### src/rtl/sound_fx_pkg.sv
// Shared types and default timing constants for the sound effect block.
// Defaults assume a 25 MHz game clock.
package sound_fx_pkg;

  localparam int HALF_W = 16;
  localparam int DUR_W  = 22;

  typedef enum logic [1:0] {
    ST_IDLE  = 2'd0,
    ST_TONE1 = 2'd1,
    ST_TONE2 = 2'd2
  } state_t;

  localparam logic [HALF_W-1:0] TONE1_HALF_DEF = 16'd14205;
  localparam logic [HALF_W-1:0] TONE2_HALF_DEF = 16'd28409;
  localparam logic [DUR_W-1:0]  DUR_CYCLES_DEF = 22'd2500000;

  function automatic logic [HALF_W-1:0] half_for(input state_t st,
                                                 input logic [HALF_W-1:0] h1,
                                                 input logic [HALF_W-1:0] h2);
    return (st == ST_TONE2) ? h2 : h1;
  endfunction

endpackage

### src/rtl/sound_fx_if.sv
// Hit strobes in, tone status and speaker out; mute exists only with SOUND_FX_MUTE_EN.
// Master is the game side, slave is sound_fx.
interface sound_fx_if;

  logic       play_sound1;
  logic       play_sound2;
  logic       speaker;
  logic       busy;
  logic [1:0] tone_id;
`ifdef SOUND_FX_MUTE_EN
  logic       mute;
`endif

  modport master (
    output play_sound1,
    output play_sound2,
`ifdef SOUND_FX_MUTE_EN
    output mute,
`endif
    input  speaker,
    input  busy,
    input  tone_id
  );

  modport slave (
    input  play_sound1,
    input  play_sound2,
`ifdef SOUND_FX_MUTE_EN
    input  mute,
`endif
    output speaker,
    output busy,
    output tone_id
  );

endinterface

### src/rtl/sound_fx_square_wave_gen.sv
// Square wave with programmable half-period; restart forces high with phase zero, disable forces low.
// Latency 1 cycle from restart/enable to wave_out; no backpressure.
module square_wave_gen
  import sound_fx_pkg::*;
(
  input  logic              clk,
  input  logic              reset,
  input  logic              restart,
  input  logic              enable,
  input  logic [HALF_W-1:0] half_period,
  output logic              wave_out
);

  logic [HALF_W-1:0] cnt_q, cnt_d;
  logic              wave_q, wave_d;
  logic              last;

  always_comb begin
    // Half-periods of 0 or 1 both mean toggle every cycle.
    last   = (half_period <= HALF_W'(1)) || (cnt_q == half_period - HALF_W'(1));
    cnt_d  = cnt_q;
    wave_d = wave_q;
    if (restart) begin
      cnt_d  = '0;
      wave_d = 1'b1;
    end else if (!enable) begin
      cnt_d  = '0;
      wave_d = 1'b0;
    end else if (last) begin
      cnt_d  = '0;
      wave_d = ~wave_q;
    end else begin
      cnt_d  = cnt_q + HALF_W'(1);
    end
  end

  always_ff @(posedge clk) begin
    if (reset) begin
      cnt_q  <= '0;
      wave_q <= 1'b0;
    end else begin
      cnt_q  <= cnt_d;
      wave_q <= wave_d;
    end
  end

  assign wave_out = wave_q;

endmodule

### src/rtl/sound_fx.sv
// Turns hit strobe rising edges into fixed-length tones (paddle beats brick); optional mute via SOUND_FX_MUTE_EN.
// Latency 1 cycle from strobe rise to speaker/busy/tone_id; no backpressure, unwanted rises are dropped.
module sound_fx
  import sound_fx_pkg::*;
#(
  parameter logic [HALF_W-1:0] TONE1_HALF = TONE1_HALF_DEF,
  parameter logic [HALF_W-1:0] TONE2_HALF = TONE2_HALF_DEF,
  parameter logic [DUR_W-1:0]  DUR_CYCLES = DUR_CYCLES_DEF
)(
  input  logic      clk,
  input  logic      reset,
  sound_fx_if.slave bus
);

  state_t            state_q, state_d;
  logic [DUR_W-1:0]  dur_q, dur_d;
  logic              busy_q, busy_d;
  logic              prev1_q, prev2_q;
  logic              rise1, rise2;
  logic              restart;
  logic              speaker_q;
  logic [HALF_W-1:0] half_period;

  always_comb begin
    rise1   = bus.play_sound1 & ~prev1_q;
    rise2   = bus.play_sound2 & ~prev2_q;
    state_d = state_q;
    dur_d   = dur_q;
    restart = 1'b0;
    if (rise2) begin
      dur_d = '0;
      if (state_q != ST_TONE2) begin
        state_d = ST_TONE2;
        restart = 1'b1;
      end
    end else if (rise1 && state_q != ST_TONE2) begin
      // A brick hit during its own tone only extends it; the wave phase is kept.
      dur_d = '0;
      if (state_q == ST_IDLE) begin
        state_d = ST_TONE1;
        restart = 1'b1;
      end
    end else if (state_q != ST_IDLE) begin
      if (dur_q == DUR_CYCLES - DUR_W'(1)) begin
        state_d = ST_IDLE;
        dur_d   = '0;
      end else begin
        dur_d   = dur_q + DUR_W'(1);
      end
    end
    busy_d = (state_d != ST_IDLE);
  end

  always_ff @(posedge clk) begin
    if (reset) begin
      state_q <= ST_IDLE;
      dur_q   <= '0;
      busy_q  <= 1'b0;
      prev1_q <= 1'b0;
      prev2_q <= 1'b0;
    end else begin
      state_q <= state_d;
      dur_q   <= dur_d;
      busy_q  <= busy_d;
      prev1_q <= bus.play_sound1;
      prev2_q <= bus.play_sound2;
    end
  end

  assign half_period = half_for(state_q, TONE1_HALF, TONE2_HALF);

  square_wave_gen u_wave (
    .clk         (clk),
    .reset       (reset),
    .restart     (restart),
    .enable      (busy_d),
    .half_period (half_period),
    .wave_out    (speaker_q)
  );

  assign bus.busy    = busy_q;
  assign bus.tone_id = state_q;

`ifdef SOUND_FX_MUTE_EN
  // Mute gates only the pin so unmuting resumes the running phase.
  assign bus.speaker = speaker_q & ~bus.mute;
`else
  assign bus.speaker = speaker_q;
`endif

endmodule

### src/flat_wrapper.sv
// flat-port wrapper written by rule: the top's interface ports become plain ports
module sound_fx_flat import sound_fx_pkg::*;
#(
  parameter logic [HALF_W-1:0] TONE1_HALF = TONE1_HALF_DEF,
  parameter logic [HALF_W-1:0] TONE2_HALF = TONE2_HALF_DEF,
  parameter logic [DUR_W-1:0]  DUR_CYCLES = DUR_CYCLES_DEF
)
  (clk, reset, bus_play_sound1, bus_play_sound2, bus_speaker, bus_busy, bus_tone_id);
  sound_fx_if bus_i ();
  input  logic clk;
  input  logic reset;
  input wire logic [$bits(bus_i.play_sound1)-1:0] bus_play_sound1;
  input wire logic [$bits(bus_i.play_sound2)-1:0] bus_play_sound2;
  output wire logic [$bits(bus_i.speaker)-1:0] bus_speaker;
  output wire logic [$bits(bus_i.busy)-1:0] bus_busy;
  output wire logic [$bits(bus_i.tone_id)-1:0] bus_tone_id;
  assign bus_i.play_sound1 = bus_play_sound1;
  assign bus_i.play_sound2 = bus_play_sound2;
  assign bus_speaker = bus_i.speaker;
  assign bus_busy = bus_i.busy;
  assign bus_tone_id = bus_i.tone_id;
  sound_fx #(.TONE1_HALF(TONE1_HALF), .TONE2_HALF(TONE2_HALF), .DUR_CYCLES(DUR_CYCLES)) u_core (.clk(clk), .reset(reset), .bus(bus_i));
endmodule
### config.mk
export PLATFORM = sky130hd
export DESIGN_NAME = sound_fx_flat
export DESIGN_NICKNAME = d
export VERILOG_FILES = /design/src/rtl/sound_fx_pkg.sv /design/src/rtl/sound_fx_if.sv /design/src/rtl/sound_fx_square_wave_gen.sv /design/src/rtl/sound_fx.sv /design/src/flat_wrapper.sv
export SDC_FILE = /design/constraint.sdc
export NUM_CORES = 1
export LEC_CHECK = 0
export ABC_AREA = 0
export CAP_MARGIN = 15
export CORE_UTILIZATION = 30
export CTS_CLUSTER_SIZE = 20
export DETAILED_ROUTE_END_ITERATION = 10
export SLEW_MARGIN = 20
export SYNTH_ARGS = -nofsm -noshare
export SYNTH_HDL_FRONTEND = slang
export SYNTH_SLANG_ARGS = --single-unit
### constraint.sdc
create_clock -name clk -period 2.1 [get_ports clk]
set_input_delay 0.21 -clock clk [delete_from_list [all_inputs] [get_ports clk]]
set_output_delay 0.21 -clock clk [all_outputs]
set_load 0.01 [all_outputs]
==> reports/qor.yml <==
synth:
  syn_nets: 236
  avgSynthCellArea_um2: 9.201
  post_synth_instance_area_um2: 2107
  synth_cells: 229
  ys_seq_area_frac: 0.4181
  synth_cell_types: 45
  synth_seq_cells: 44
  yosysWarnings: 0
timing:
  maxSlewHeadroom: 0.7213
  skew_ns: 0.007315
  final.setup.tns_ns: 0
  final-hold-violation-count: 0
  fmax_ghz: 0.5069
  setup_violations: 0
  maxSlewViolCount: 0
  rsz0062_at_grt: "false"
  period_share: 0.9394
  worst_slack_ns: 0.1273
  worst_pin_slew_ns: 0.4175
  period_needed_ns: 1.973
clock_network:
  cts_resized: 0
  cts-root-buf: "clkbuf_8"
  numCtsBuffers: 5
  clk_latency_ns: 0.29
  holdBufCountCts: 0
  cts_tree: "done"
  clk_pin_slew_ns: 0.08
  postCtsSetupBuffers: 0
  clock_path_buffers: 2
  htree_levels: 2
  cts.sinks: 44
pwr:
  internal-power_uw: 1158
  leakage_uw: 0.0007479
  powerDensity_nw_per_um2: 634.8
  switching_power_uw: 351.1
  switching_share: 0.2327
  pwr-share-seq: 0.571
  irDropWorstVdd_uv: 272.2
  p_comb_frac: 0.067
  clkPwrFrac: 0.362
drt:
  drc: 0
  wl_mm: 3.585
  drt_iter0_drc: 54
  drtPass1Iterations: 4
  num_vias: 1544
  avgViaCountPerCell: 4.555
  ant_nets: 0
  post_drt_wl_per_cell_um: 10.58
grt:
  grt_max_degree: 17
  grt_overflow: 0
  antenna_found_initial: 0
  grt_pass1_wl_mm: 6.161
  grtUsageTotal: 0.1042
  grt_pass1_vias: 1400
floorplan:
  die_area_um2: 7363
  io_pins: 8
  core_area_um2: 6794
  die_w_um: 85.81
  start_util: 0.3101
  die_h_um: 85.81
  placementRows: 30
worst_setup_path:
  critPathLaunchType: "register"
  crit_arrival_ns: 2.14
  critPathMaxFanout: 16
  crit_required_ns: 2.27
  endpoint_kind: "register"
  worst-setup-path-type: "register to register"
final_layout:
  nets: 249
  final_layout_size_suffix_gt1_frac: 0.1564
  num_antenna_cells: 0
  area_delta_synth_final_pct: 12.83
placed_design:
  port_buffers: 7
  dp_hpwl_mm: 2.568
  pre_cts_ws_ns: 0.1281
  gp_congestion: 0.7482
job:
  timing.max_cap.violations: 0
status:
  status: "complete, no violations"
min_path:
  hold_class: "register to register"
==> kinds of logic (layout without fill, tap and decap cells) <==
logic type,Yosys count,count (layout),synth area share
XOR/XNOR,35,35,0.1455
adder cells (fa/ha/maj),3,3,0.01782
AND/OR/NAND/NOR,120,120,0.3308
flip-flops,44,44,0.4180
buffers and inverters,13,27,0.03444
AO/OA/AOI/OAI,14,14,0.05345
==> routing by layer <==
metal	vias to the layer above	wire length (µm)	track usage
met5	-	0	0
met4	0	31	0.03939
met3	5	90	0.02695
met2	14	1697	0.1716
met1	722	1765	0.1309
li1	803	-	-
==> layout make-up <==
| type | instances | area, µm² |
|---|---|---|
| inverters | 8 | 30.03 |
| clock inverters | 2 | 10.01 |
| repair buffers | 11 | 100.1 |
| multi-input cells | 172 | 1154 |
| clock buffers | 6 | 82.58 |
| well taps | 96 | 120.1 |
| flip-flops and latches | 44 | 880.8 |
| fillers | 704 | 4417 |
==> cell usage in the layout, fill, tap and decap left out, drive strengths merged, types with 3 or more instances in the layout <==
cell type and instances:
nor2 49, dfxtp 44, xor2 20, nand2 15, xnor2 15, nand4 10, nand3 9, inv 8
clkdlybuf4s50 7, clkbuf 6, buf 4, and4 4, nor3 4, nor4bb 3, nor2b 3, o21ai 3
and3 3, ha 3, nand2b 3, or2 3, a21oi 3
==> sequential cells by signal, summed over array words and instances (netlist names) <==
register and flops:
u_core.dur_q 22, u_core.prev1_q 1, u_core.bus.tone_id 2, u_core.u_wave.cnt_q 16, u_core.bus.busy 1, u_core.prev2_q 1
u_core.u_wave.wave_out 1
==> stage by stage <==
step	cell area, µm²	power (µW)	util	std cells	hold WS [ns]
floorplan	2107	952.2	-	229	0.2816
global placement	2285	982.5	0.3363	331	0.4581
detailed placement	2285	984.0	0.3363	331	0.4728
CTS	2377	1530	0.3499	339	0.4900
global route	2377	1568	0.3499	339	0.4923
finish	2377	1509	0.3499	339	0.4852
==> critical path, cell delays in order (launching register included) <==
cell and delay [ns]:
dfxtp_1 0.41, ha_1 0.21, nor4bb_1 0.34, nand4_1 0.23, o211a_1 0.33, nand3b_4 0.25
nor2_1 0.09
==> synth_stat cells (all sizes together) <==
master	number	area, µm²
nor2b	3	18.77
nor4b	1	8.760
nand3b	2	27.53
dfxtp	44	880.8
and3	3	18.77
a211oi	1	7.510
or2	3	18.77
nand4	10	62.56
o211a	1	10.01
nor4	1	12.51
o2111ai	1	15.01
o2bb2ai	1	8.760
a2111o	1	11.26
a21oi	3	18.77
nand2	15	56.30
nand4b	2	17.52
or3	1	11.26
nand3	9	45.04
o21ai	3	15.01
or4	2	15.01
xor2	20	175.2
buf	5	42.54
a21o	1	7.510
xnor2	15	131.4
o221a	1	11.26
ha	3	37.54
and4bb	1	12.51
and4	4	36.29
nor3b	2	15.01
nor4bb	3	30.03
nor3	4	30.03
nand2b	3	33.79
and2b	2	17.52
inv	8	30.03
o211ai	1	7.510
nor2	49	209.0
==> power by group through the flow <==
stage                     Combinational (µW)  Sequential [µW]  Clock, µW
final                                    101              862        546
after global routing                     112              864        592
after CTS                                102              862        566
after detailed placement                 102              882          0
after global placement                   101              882          0
after floorplan                         73.7              878          0
==> path summary, 6_finish.rpt <==
path         slack (ns)  cells after the start              startpoint                      to
min reg2reg        0.49                      1  u_core.u_wave.cnt_q[0]  u_core.u_wave.cnt_q[0]
max                0.13                      6         u_core.dur_q[0]  u_core.u_wave.cnt_q[5]
max reg2reg        0.13                      6         u_core.dur_q[0]  u_core.u_wave.cnt_q[5]
min                0.49                      1  u_core.u_wave.cnt_q[0]  u_core.u_wave.cnt_q[0]
Note: power is estimated with default switching activity, not from simulation.
